### config.mk
export PLATFORM = sky130hd
export DESIGN_NAME = rst_seq
export DESIGN_NICKNAME = d
export VERILOG_FILES = /design/src/rtl/rst_seq.sv
export SDC_FILE = /design/constraint.sdc
export NUM_CORES = 1
export LEC_CHECK = 0
export ABC_AREA = 1
export CAP_MARGIN = 10
export CORE_MARGIN = 4
export CORE_UTILIZATION = 50
export CTS_BUF_LIST = sky130_fd_sc_hd__clkbuf_2
export DETAILED_ROUTE_END_ITERATION = 6
export GPL_TIMING_DRIVEN = 0
export HOLD_SLACK_MARGIN = 0.06
export PLACE_DENSITY_LB_ADDON = 0.08
export RECOVER_POWER = 100
export SYNTH_ARGS = -nofsm -noshare
export SYNTH_HDL_FRONTEND = slang
export SYNTH_SLANG_ARGS = --single-unit
### constraint.sdc
create_clock -name clkin -period 3.2 [get_ports clkin]
set_input_delay 0.64 -clock clkin [delete_from_list [all_inputs] [get_ports clkin]]
set_output_delay 0.64 -clock clkin [all_outputs]
set_load 0.01 [all_outputs]
### src/rtl/rst_seq.sv
// Staged reset sequencer: waits for a stable clock-wizard lock, then releases
// bram_rst and, STAGE_GAP cycles later, core_rst; counts lock losses after release.
module rst_seq #(
   parameter int unsigned LOCK_STABLE = 1024,
   parameter int unsigned STAGE_GAP   = 16,
   parameter int unsigned LOSS_W      = 8
) (
   input  logic              clkin,
   input  logic              rst,
   input  logic              locked,
   input  logic              restart_req,
   output logic              bram_rst,
   output logic              core_rst,
   output logic              ready,
   output logic              restart_ack,
   output logic [LOSS_W-1:0] loss_cnt
);

   localparam int unsigned      CNT_W       = 16;
   localparam logic [CNT_W-1:0] STABLE_LAST = CNT_W'(LOCK_STABLE - 1);
   localparam logic [CNT_W-1:0] GAP_LAST    = CNT_W'(STAGE_GAP - 1);

   typedef enum logic [2:0] {
      S_HOLD      = 3'd0,
      S_WAIT_LOCK = 3'd1,
      S_STABLE    = 3'd2,
      S_REL_BRAM  = 3'd3,
      S_RUN       = 3'd4
   } state_t;

   state_t             r_state;
   logic [CNT_W-1:0]   r_cnt;
   logic               r_sync1;
   logic               r_sync2;
   logic               w_locked_s;
   logic [LOSS_W-1:0]  w_loss_next;

   assign w_locked_s  = r_sync2;
   assign w_loss_next = (&loss_cnt) ? loss_cnt : loss_cnt + LOSS_W'(1);

   // Two-flop synchronizer for the asynchronous lock status
   always_ff @(posedge clkin or posedge rst) begin
      if (rst) begin
         r_sync1 <= 1'b0;
         r_sync2 <= 1'b0;
      end else begin
         r_sync1 <= locked;
         r_sync2 <= r_sync1;
      end
   end

   // Sequencer; outputs are updated on the same edge as the state they belong to
   always_ff @(posedge clkin or posedge rst) begin
      if (rst) begin
         r_state     <= S_HOLD;
         r_cnt       <= '0;
         bram_rst    <= 1'b1;
         core_rst    <= 1'b1;
         ready       <= 1'b0;
         restart_ack <= 1'b0;
         loss_cnt    <= '0;
      end else begin
         restart_ack <= 1'b0;
         case (r_state)
            S_HOLD: begin
               bram_rst <= 1'b1;
               core_rst <= 1'b1;
               ready    <= 1'b0;
               r_cnt    <= '0;
               r_state  <= S_WAIT_LOCK;
            end
            S_WAIT_LOCK: begin
               r_cnt <= '0;
               if (w_locked_s) r_state <= S_STABLE;
            end
            S_STABLE: begin
               if (!w_locked_s) begin
                  r_cnt   <= '0;
                  r_state <= S_WAIT_LOCK;
               end else if (r_cnt == STABLE_LAST) begin
                  r_cnt    <= '0;
                  bram_rst <= 1'b0;
                  r_state  <= S_REL_BRAM;
               end else begin
                  r_cnt <= r_cnt + CNT_W'(1);
               end
            end
            S_REL_BRAM: begin
               if (!w_locked_s) begin
                  bram_rst <= 1'b1;
                  core_rst <= 1'b1;
                  ready    <= 1'b0;
                  r_cnt    <= '0;
                  loss_cnt <= w_loss_next;
                  r_state  <= S_HOLD;
               end else if (r_cnt == GAP_LAST) begin
                  r_cnt    <= '0;
                  core_rst <= 1'b0;
                  ready    <= 1'b1;
                  r_state  <= S_RUN;
               end else begin
                  r_cnt <= r_cnt + CNT_W'(1);
               end
            end
            S_RUN: begin
               // Lock loss and restart may coincide: count the loss and still ack
               if (!w_locked_s || restart_req) begin
                  bram_rst    <= 1'b1;
                  core_rst    <= 1'b1;
                  ready       <= 1'b0;
                  r_cnt       <= '0;
                  restart_ack <= restart_req;
                  r_state     <= S_HOLD;
                  if (!w_locked_s) loss_cnt <= w_loss_next;
               end
            end
            default: begin
               bram_rst <= 1'b1;
               core_rst <= 1'b1;
               ready    <= 1'b0;
               r_cnt    <= '0;
               r_state  <= S_HOLD;
            end
         endcase
      end
   end

endmodule

==> metrics.txt, run 1 <==
max-slew violations 0; first drt pass iteration count 4; setup tns final 0 ns; I/O Buffers 15; die area 4877 um2; layout cell share with drive strength beyond 1 6.383%; setup violators final 0; Crit path depth 8; Vias 1641; CP cell instances ha_1, nand3_1, nor2_1, nand2_1, nand2_1, nand2_1, nor2_1, nor2_1; clock sinks 33; Hold WS 0.3714 ns; Layout Cells excl Fill 330; CTS H-Tree Depth 2; slowest CP cell nor2_1; root buffer cell clkbuf_2; Yosys reg bits 33; synthesized area 1912 um2; syn nets 264; Net Sw Frac 38.97%; Worst Setup End Kind flip-flop; outcome finished clean; die height 69.84 um; Setup crit start kind flip-flop; Core Area 3689 um2; CTS Buf Count 5; gr ovfl total 0; DR vias/cell 4.973; HPWL after DPL 2910 um; GRT Total Usage 17.94%; chip width 69.84 um; Clock Skew 0.01732 ns; initial core utilization 51.83%; first-pass GRT wire length 7038 um; CTS Hold Buffers Added 0; largest net degree at the start of global routing 24; WL/cell 11.90 um; Power Total 1137 uW; clock share of power 18.1%; CP bufs+invs 0; Yosys Warn Count 0; combinational group share of total power 33.7%; Post-DP Area 2150 um2; Area contributors post-synth dfrtp_1, nand2_1, nor2_1, inv_1, nand3_1; vias in the first global route 1553; register area share after synthesis 43.32%; Unique masters post-synth 25; Routed Antenna Nets 0; Slew HR 17.44%; RSZ-0062 raised after global routing no; clock tree from TritonCTS yes; DRC 0; sequential power share 48.1%; Cell Pwr Density 538.2 nW/um2; total of max-cap violations 0; Avg Inst Size Synth 7.410 um2; Int Power 694.1 uW; Psw 443.2 uW; Resize count post-CTS 0; commonest cells after routing, fill and taps aside nand2_1, nor2_1, inv_1, dfrtp_1, nand3_1; IO Count 16; Antenna diodes 0; ys flop type dfrtp_1; most common cell after layout, fill and taps aside nand2_1; Critical Path RT 3.47 ns; Cell Count Post-Placement 322; 1st-iter DRT viols 96; gpl congestion 0.8856; Clk pin slew, worst setup/hold paths 0.18 ns; worst hold-check path type flip-flop to flip-flop; Worst Reg-to-Reg Cells 8; initial antenna violation count 0; slowest stage delay, CP 0.60 ns; FFs w/ async S/R, synth 100.0%; Post-synth EDFFs 0; Area Overhead vs Synth 10.54%; Critical Path Fanout Max 10; Core Rows 22; worst skew pair latency 0.38 ns; LEAKAGE 0.001132 uW; Synth area leader dfrtp_1; Post CTS Setup Buffer Count 0; total routed wirelength 3928 um; arrival time worst endpoint 2.54 ns; fmax 0.4397 GHz; post-layout min period 2.274 ns; worst slew pin tran 1.238 ns; crit share post-route 71.07%; fin area 2113 um2; critical path type flip-flop to flip-flop; final hold violations 0; Yosys top cell area share 40.58%; Mapped Cells 258; Peak VDD IR 0.3042 mV; Final nets 287; WHS Path Cells 0; delay-heaviest family, CP simple AND/OR/NAND/NOR gates; clock tree buffer depth 2
-- metrics by stage --
step / worst slack [ns] / utilization, %
detailed placement: 1.054 / 58.28
global route: 0.6099 / 57.29
global placement: 1.036 / 57.53
finish: 0.9256 / 57.29
CTS: 1.072 / 59.36
floorplan: 1.753 / -
-- area by class of cell --
cell class | instances | area (um2)
Fill cell | 387 | 1575
Inverter | 33 | 123.9
Sequential cell | 33 | 828.3
Multi-Input combinational cell | 190 | 899.6
Timing Repair Buffer | 16 | 153.9
Clock buffer | 8 | 40.04
Buffer | 2 | 7.507
Tap cell | 48 | 60.06
-- power groups by stage --
stage	clock [uW]	sequential [uW]	combinational (uW)
CTS	215	551	441
detailed placement	0	557	440
finish	206	547	384
global route	233	559	445
global placement	0	555	425
floorplan	0	561	278
-- path summary, 6_finish.rpt --
kind / end / slack [ns] / startpoint
max: r_cnt[12] / 0.93 / r_cnt[1]
min: r_sync2 / 0.37 / r_sync1
max reg2reg: r_cnt[12] / 0.93 / r_cnt[1]
min reg2reg: r_sync2 / 0.37 / r_sync1
max in group asynchronous: r_state[0] / 1.04 / rst
min in group asynchronous: r_cnt[9] / 0.66 / rst
-- routing by layer --
layer  share of wire (%)  track usage [%]
met1                  48            25.25
met2                  45            26.65
met3                 5.0            3.913
met4                 1.9            7.234
met5                   0                0
-- synth_stat cells, types with 2 or more instances --
library cell,count
nand2_2,4
inv_1,32
nor2_4,2
nor2_8,2
nand2_1,82
nand4_1,11
nor3_1,5
nor2_1,42
xor2_1,7
o21ai_0,6
nand3_2,3
nand2_4,2
ha_1,2
dfrtp_1,31
nand3_1,14
dfstp_2,2
xnor2_1,3
-- flip-flops by register name, summed over array words and instances (netlist names) --
| signal | count |
|---|---|
| r_sync1 | 1 |
| ready | 1 |
| r_cnt | 16 |
| loss_cnt | 8 |
| r_sync2 | 1 |
| core_rst | 1 |
| bram_rst | 1 |
| restart_ack | 1 |
| r_state | 3 |
-- cell families after synthesis --
| kind of cell | share of synthesized area, % |
|---|---|
| buf+inv | 7.133 |
| simple gates | 40.97 |
| compound gates | 2.683 |
| xor+xnor | 4.581 |
| flops | 43.32 |
| fa+ha+maj | 1.309 |
Power figures use the tool's default switching activity.
==> run 2, diff against run 1 <==
==> constraint.sdc (replaced) <==
create_clock -name clkin -period 2.25 [get_ports clkin]
set_input_delay 0.45 -clock clkin [delete_from_list [all_inputs] [get_ports clkin]]
set_output_delay 0.45 -clock clkin [all_outputs]
set_load 0.01 [all_outputs]
==> run 2 against run 1 <==
Core utilization is 1.0 points higher. Critical endpoint is now bram_rst. Flip-flop and latch count stayed put. Critical path depth is 7 lower.
==> metrics.txt, run 2 (synthesis results as in run 1) <==
outcome finished clean; IO Count 16; Critical Path Fanout Max 2; Post CTS Setup Buffer Count 0; die height 69.84 um; CP bufs+invs 1; chip width 69.84 um; clock tree from TritonCTS yes; LEAKAGE 0.001147 uW; post-layout min period 1.969 ns; Core Rows 22; 1st-iter DRT viols 128; WL/cell 11.84 um; layout cell share with drive strength beyond 1 7.801%; GRT Total Usage 17.94%; Core Area 3689 um2; Hold WS 0.3710 ns; I/O Buffers 15; setup tns final 0 ns; max-slew violations 0; Slew HR 63.84%; Vias 1618; DRC 0; Reg with most FFs r_cnt; arrival time worst endpoint 1.52 ns; root buffer cell clkbuf_2; CP cell instances dlygate4sd3_1; first drt pass iteration count 5; Resize count post-CTS 0; final hold violations 0; crit share post-route 87.53%; largest net degree at the start of global routing 24; gpl congestion 0.8856; Antenna diodes 0; total of max-cap violations 0; fmax 0.5078 GHz; CTS Buf Count 5; Cell Pwr Density 762.9 nW/um2; Critical Path RT 1.80 ns; CTS Hold Buffers Added 0; delay-heaviest family, CP buffers and inverters; die area 4877 um2; setup violators final 0; initial core utilization 51.83%; slowest stage delay, CP 0.60 ns; Routed Antenna Nets 0; Setup crit start kind flip-flop; RSZ-0062 raised after global routing no; HPWL after DPL 2910 um; Peak VDD IR 0.4429 mV; Area Overhead vs Synth 12.50%; Final nets 287; clock sinks 33; gr ovfl total 0; total routed wirelength 3907 um; vias in the first global route 1553; slowest CP cell dlygate4sd3_1; CTS H-Tree Depth 2; worst skew pair latency 0.38 ns; worst hold-check path type flip-flop to flip-flop; most common cell after layout, fill and taps aside nand2_1; Clk pin slew, worst setup/hold paths 0.15 ns; critical path type flip-flop to output pin; worst slew pin tran 0.5419 ns; commonest cells after routing, fill and taps aside nand2_1, nor2_1, inv_1, dfrtp_1, nand3_1; initial antenna violation count 0; max reg flops 16; biggest registers after layout r_cnt x16, loss_cnt x8, r_state x3; first-pass GRT wire length 7038 um; DR vias/cell 4.903; Worst Setup End Kind output pin; clock tree buffer depth 2; Clock Skew 0.02027 ns
==> run 2: report_power, final <==
group          total (uW)  internal (uW)  switching, uW  leakage, uW
registers             779            692           86.7     0.000440
clock network         293           91.7            201    0.0000332
logic                 569            216            353     0.000674
==> run 2: cell type report <==
| type | count | area (um2) |
|---|---|---|
| Sequential cell | 33 | 828.3 |
| Clock buffer | 8 | 40.04 |
| Buffer | 2 | 8.758 |
| Tap cell | 48 | 60.06 |
| Multi-Input combinational cell | 190 | 912.1 |
| Inverter | 33 | 123.9 |
| Fill cell | 381 | 1538 |
| Timing Repair Buffer | 16 | 177.7 |
==> run 2: routing by layer <==
layer	global-route usage, %	part of all wire (%)	wire, um	vias to the layer above
met5	0	0	0	-
met4	7.234	2.0	78	0
met3	3.913	5.6	217	8
met2	26.65	44	1736	39
met1	25.25	48	1874	720
li1	-	-	-	851
==> run 2: worst paths after layout <==
kind	startpoint	end	slack [ns]	cells past startpoint
max	bram_rst	bram_rst	0.28	1
min	r_sync1	r_sync2	0.37	0
max reg2reg	r_cnt[1]	r_cnt[2]	0.33	8
min reg2reg	r_sync1	r_sync2	0.37	0
max in group asynchronous	rst	bram_rst	1.14	3
min in group asynchronous	rst	r_cnt[8]	0.51	2
==> run 2: metrics by stage <==
stage / worst slack, ns / cell area [um2] / instances / total power (uW) / utilization, %
floorplan: 0.8589 / 1912 / 258 / 1193 / -
global placement: 0.2761 / 2122 / 321 / 1394 / 57.53
detailed placement: 0.2943 / 2150 / 322 / 1418 / 58.28
CTS: 0.3119 / 2190 / 330 / 1715 / 59.36
global route: 0.1498 / 2151 / 330 / 1783 / 58.31
finish: 0.2805 / 2151 / 330 / 1641 / 58.31
==> run 3, diff against run 2 <==
--- a/config.mk
+++ b/config.mk
@@ -15,6 +15,7 @@
 export HOLD_SLACK_MARGIN = 0.06
 export PLACE_DENSITY_LB_ADDON = 0.08
 export RECOVER_POWER = 100
+export SLEW_MARGIN = 10
 export SYNTH_ARGS = -nofsm -noshare
 export SYNTH_HDL_FRONTEND = slang
 export SYNTH_SLANG_ARGS = --single-unit
==> run 3 against run 2 <==
Sequential power fell by 0.8%. Clock power grew 2%. Wire length grew 1.4%. Non-clock buffer count down 1. Register-to-register slack about the same. Sequential share of layout area rose by 0.50 points. Total power about the same. Critical path depth did not move. Fmax fell by 0.51%. Worst hold slack better by 0.00061 ns. Clock skew down 0.0048 ns. Combinational power about the same. Largest power group unchanged. Highest routed layer unchanged.
==> metrics.txt, run 3 (synthesis results as in run 1) <==
vias in the first global route 1542; Worst Setup End Kind output pin; Setup crit start kind flip-flop; max reg flops 16; DRC 0; clock sinks 33; slowest stage delay, CP 0.59 ns; Reg with most FFs r_cnt; layout cell share with drive strength beyond 1 7.117%; Slew HR 16.69%; combinational group share of total power 34.7%; clock tree buffer depth 2; worst skew pair latency 0.39 ns; Cell Pwr Density 772.6 nW/um2; delay-heaviest family, CP buffers and inverters; initial core utilization 51.83%; total of max-cap violations 0; post-layout min period 1.980 ns; Final nets 286; HPWL after DPL 2812 um; Critical Path RT 1.80 ns; Peak VDD IR 0.4618 mV; first-pass GRT wire length 7003 um; chip width 69.84 um; CP bufs+invs 1; worst hold-check path type flip-flop to flip-flop; die area 4877 um2; I/O Buffers 15; clock tree from TritonCTS yes; Antenna diodes 0; sequential power share 47.1%; CP cell instances dlygate4sd3_1; clock share of power 18.2%; critical path type flip-flop to output pin; DR vias/cell 4.985; setup violators final 0; die height 69.84 um; Int Power 994.9 uW; setup tns final 0 ns; crit share post-route 87.98%; CTS Hold Buffers Added 0; Net Sw Frac 39.35%; Resize count post-CTS 0; LEAKAGE 0.001136 uW; root buffer cell clkbuf_2; IO Count 16; biggest registers after layout r_cnt x16, loss_cnt x8, r_state x3; HP Start r_sync1; 1st-iter DRT viols 145; Vias 1640; slowest CP cell dlygate4sd3_1; GRT Total Usage 17.77%; CTS H-Tree Depth 2; reg2reg start r_cnt[1]; initial antenna violation count 0; Clk pin slew, worst setup/hold paths 0.16 ns; worst slew pin tran 1.248 ns; Psw 645.5 uW; final hold violations 0; Clock Skew 0.01546 ns; total routed wirelength 3961 um; commonest cells after routing, fill and taps aside nand2_1, nor2_1, inv_1, dfrtp_1, nand3_1; Post CTS Setup Buffer Count 0; RSZ-0062 raised after global routing no; most common cell after layout, fill and taps aside nand2_1; Routed Antenna Nets 0; gr ovfl total 0; Hold WS 0.3716 ns; CTS Buf Count 5; arrival time worst endpoint 1.53 ns; Critical Path Fanout Max 2; outcome finished clean; largest net degree at the start of global routing 34; Core Area 3689 um2; gpl congestion 0.8856; Crit. Startpoint core_rst; Area Overhead vs Synth 11.06%; fmax 0.5052 GHz; Core Rows 22; first drt pass iteration count 4; max-slew violations 0; WL/cell 12.04 um
[run 3: power groups by stage]
| stage | combinational, uW | clock [uW] | sequential (uW) |
|---|---|---|---|
| floorplan | 396 | 0 | 798 |
| global placement | 605 | 0 | 789 |
| detailed placement | 619 | 0 | 790 |
| CTS | 620 | 307 | 780 |
| global route | 658 | 336 | 792 |
| finish | 570 | 298 | 773 |
[run 3: per-stage QoR]
| stage | setup WS, ns | total power [uW] | utilization (%) | area [um2] | cells |
|---|---|---|---|---|---|
| floorplan | 0.8589 | 1193 | - | 1912 | 258 |
| global placement | 0.2761 | 1394 | 57.53 | 2122 | 321 |
| detailed placement | 0.2922 | 1408 | 57.53 | 2122 | 321 |
| CTS | 0.3056 | 1708 | 58.62 | 2162 | 329 |
| global route | 0.1556 | 1786 | 57.56 | 2123 | 329 |
| finish | 0.2704 | 1640 | 57.56 | 2123 | 329 |
[run 3: final timing paths]
| check | slack (ns) | to | cells past startpoint |
|---|---|---|---|
| max in group asynchronous | 0.69 | r_state[0] | 2 |
| setup / recovery | 0.27 | core_rst | 1 |
| setup reg to reg | 0.32 | r_cnt[12] | 8 |
| hold / removal | 0.37 | r_sync2 | 0 |
| hold reg to reg | 0.37 | r_sync2 | 0 |
| min in group asynchronous | 0.81 | r_cnt[8] | 2 |
[run 3: layer usage]
layer  share of wire, %  vias to the layer above  global-route usage (%)
met5                  0                        -                       0
met4                1.5                        0                   6.383
met3                6.0                        6                   4.493
met2                 45                       35                   26.76
met1                 48                      747                   24.64
li1                   -                      852                       -
[run 3: area by class of cell]
type / instances / area, um2
Fill cell: 377 / 1565
Multi-Input combinational cell: 190 / 912.1
Sequential cell: 33 / 828.3
Timing Repair Buffer: 15 / 150.1
Inverter: 33 / 123.9
Tap cell: 48 / 60.06
Clock buffer: 8 / 40.04
Buffer: 2 / 8.758
==> edit, RTL diff (settings of run 2) <==
Re-encode `state_t` (5 states) as one-hot, 5 bits wide.
--- a/src/rtl/rst_seq.sv
+++ b/src/rtl/rst_seq.sv
@@ -21,10 +21,10 @@
    localparam logic [CNT_W-1:0] GAP_LAST    = CNT_W'(STAGE_GAP - 1);
 
-   typedef enum logic [2:0] {
-      S_HOLD      = 3'd0,
-      S_WAIT_LOCK = 3'd1,
-      S_STABLE    = 3'd2,
-      S_REL_BRAM  = 3'd3,
-      S_RUN       = 3'd4
+   typedef enum logic [4:0] {
+      S_HOLD      = 5'b00001,
+      S_WAIT_LOCK = 5'b00010,
+      S_STABLE    = 5'b00100,
+      S_REL_BRAM  = 5'b01000,
+      S_RUN       = 5'b10000
    } state_t;
 
Function: same outputs for any inputs over 10 cycles, from zero or initial values and one cycle with rst high; not proved beyond that.
==> edit against run 2 <==
Count of clock-buffer cells in the layout decreased by 2. Area after synthesis is 2.0% lower. Die area is 1.8% lower. Final area down 0.93%. Critical path depth unchanged. Wire length down 9.1%. Setup slack lost 27 ps. Sequential power down 0.9%. Final cell count is 7.9% lower. Sequential cell count up 2. Core utilization increased by 3.1 points. Clock power fell by 2%. Hold slack improved by 11 ps. Power fell by 14%.
==> edit: results (changes against run 2) <==
Run status
  • Status: completed (unchanged)

Global route
  • Grt met3 use: 0.0362 (was 0.0391)
  • Grt met1 use: 0.230 (was 0.253)
  • Largest net degree at the start of global routing: 25 (was 24)
  • Met2 GRT Util: 0.238 (was 0.267)
  • Vias in the first global route: 1444 (was 1553)
  • First-pass GRT wire length: 6410 um (was 7040 um)

Yosys
  • Post-Syn Area per Cell: 8.00 um^2 (was 7.41 um^2)
  • Post-synthesis xor/xnor area fraction: 0.0701 (was 0.0458)
  • Synthesized net count: 240 (was 264)
  • Post-synthesis compound-gate area fraction: 0.0307 (was 0.0268)
  • Post-synthesis sequential area ratio: 0.470 (was 0.433)

Timing
  • Worst-Margin Slew: 532 ps (was 542 ps)
  • Clock Skew: 21.3 ps (was 20.3 ps)
  • WHS: 382 ps (was 371 ps)

Critical path
  • FF-to-FF End: r_cnt[4]$_DFFE_PP0N_ (was r_cnt[2]$_DFFE_PP0N_)
  • RR Startpoint: r_cnt[0]$_DFFE_PP0N_ (was r_cnt[1]$_DFFE_PP0N_)
  • Crit path DAT: 1550 ps (was 1520 ps)
  • R2R depth: 11 (was 8)

Drt
  • M1 WL: 1790 um (was 1870 um)
  • WL met2: 1550 um (was 1740 um)
  • Starting DRT DRC Count: 113 (was 128)
  • Pre-antenna DRT Iters: 4 (was 5)
  • Routed wire per std cell: 11.7 um (was 11.8 um)
  • Met3 routed WL: 131 um (was 217 um)

Layout
  • Finished Core Util: 0.614 (was 0.583)
  • Layout Cells excl Fill: 304 (was 330)
  • Regs by FF count: r_cnt (16), loss_cnt (8), r_state (5) (was r_cnt (16), loss_cnt (8), r_state (3))
  • Fillers: 319 (was 381)
  • Fin nets: 263 (was 287)
  • Share of layout cells above drive strength 1: 0.0736 (was 0.0780)

Placed design
  • Placed cell areas: 0.00211 mm^2 (was 0.00215 mm^2)
  • # placed instances: 296 (was 322)
  • Routability cong.: 0.891 (was 0.886)
  • Post-place setup slack: 318 ps (was 294 ps)

Clock tree
  • Clk slew on worst S/H paths: 180 ps (was 150 ps)

Power
  • Net Sw Frac: 0.335 (was 0.391)
[edit: changes by cell type after synthesis, moves of 3 or more]
cell / change
nor2_1: +3
nand2_1: -31
xnor2_1: +5
inv_1: -6
a21oi_1: +3
[edit: worst max-delay path by stage]
| stage | slack, ps | from | cells after the start | endpoint |
|---|---|---|---|---|
| finish | 250 | core_rst$_DFFE_PP1P_ | 1 | core_rst |
| global route | 190 | core_rst$_DFFE_PP1P_ | 1 | core_rst |
| CTS | 310 | core_rst$_DFFE_PP1P_ | 1 | core_rst |
| detailed placement | 320 | restart_req | 7 | r_cnt[5]$_DFFE_PP0N_ |
| global placement | 240 | rst | 2 | r_cnt[11]$_DFFE_PP0N_ |
| floorplan | 810 | r_cnt[0]$_DFFE_PP0N_ | 11 | r_cnt[10]$_DFFE_PP0N_ |
[edit: cells by family (layout without fill, tap and decap cells)]
kind of cell / Yosys count / count (layout)
DFF: 35 / 35
AOI/OAI and AO/OA: 11 / 11
and+or+nand+nor: 141 / 141
adders and majority gates: 2 / 2
buffers and inverters: 30 / 54
xor gates and xnor gates: 15 / 15
[edit: layout make-up]
class | count | share of cell area
Multi-Input combinational cell | 169 | 0.402
Sequential cell | 35 | 0.413
Clock inverter | 2 | 0.00411
Inverter | 28 | 0.0493
Timing Repair Buffer | 16 | 0.0834
Tap cell | 46 | 0.0270
Buffer | 2 | 0.00705
Clock buffer | 6 | 0.0141
[edit: power groups by stage]
stage               registers, mW  logic, mW  clock network [mW]
floorplan                   0.790      0.228                   0
CTS                         0.773      0.367               0.299
detailed placement          0.785      0.365                   0
global route                0.780      0.392               0.333
global placement            0.782      0.350                   0
finish                      0.772      0.346               0.288
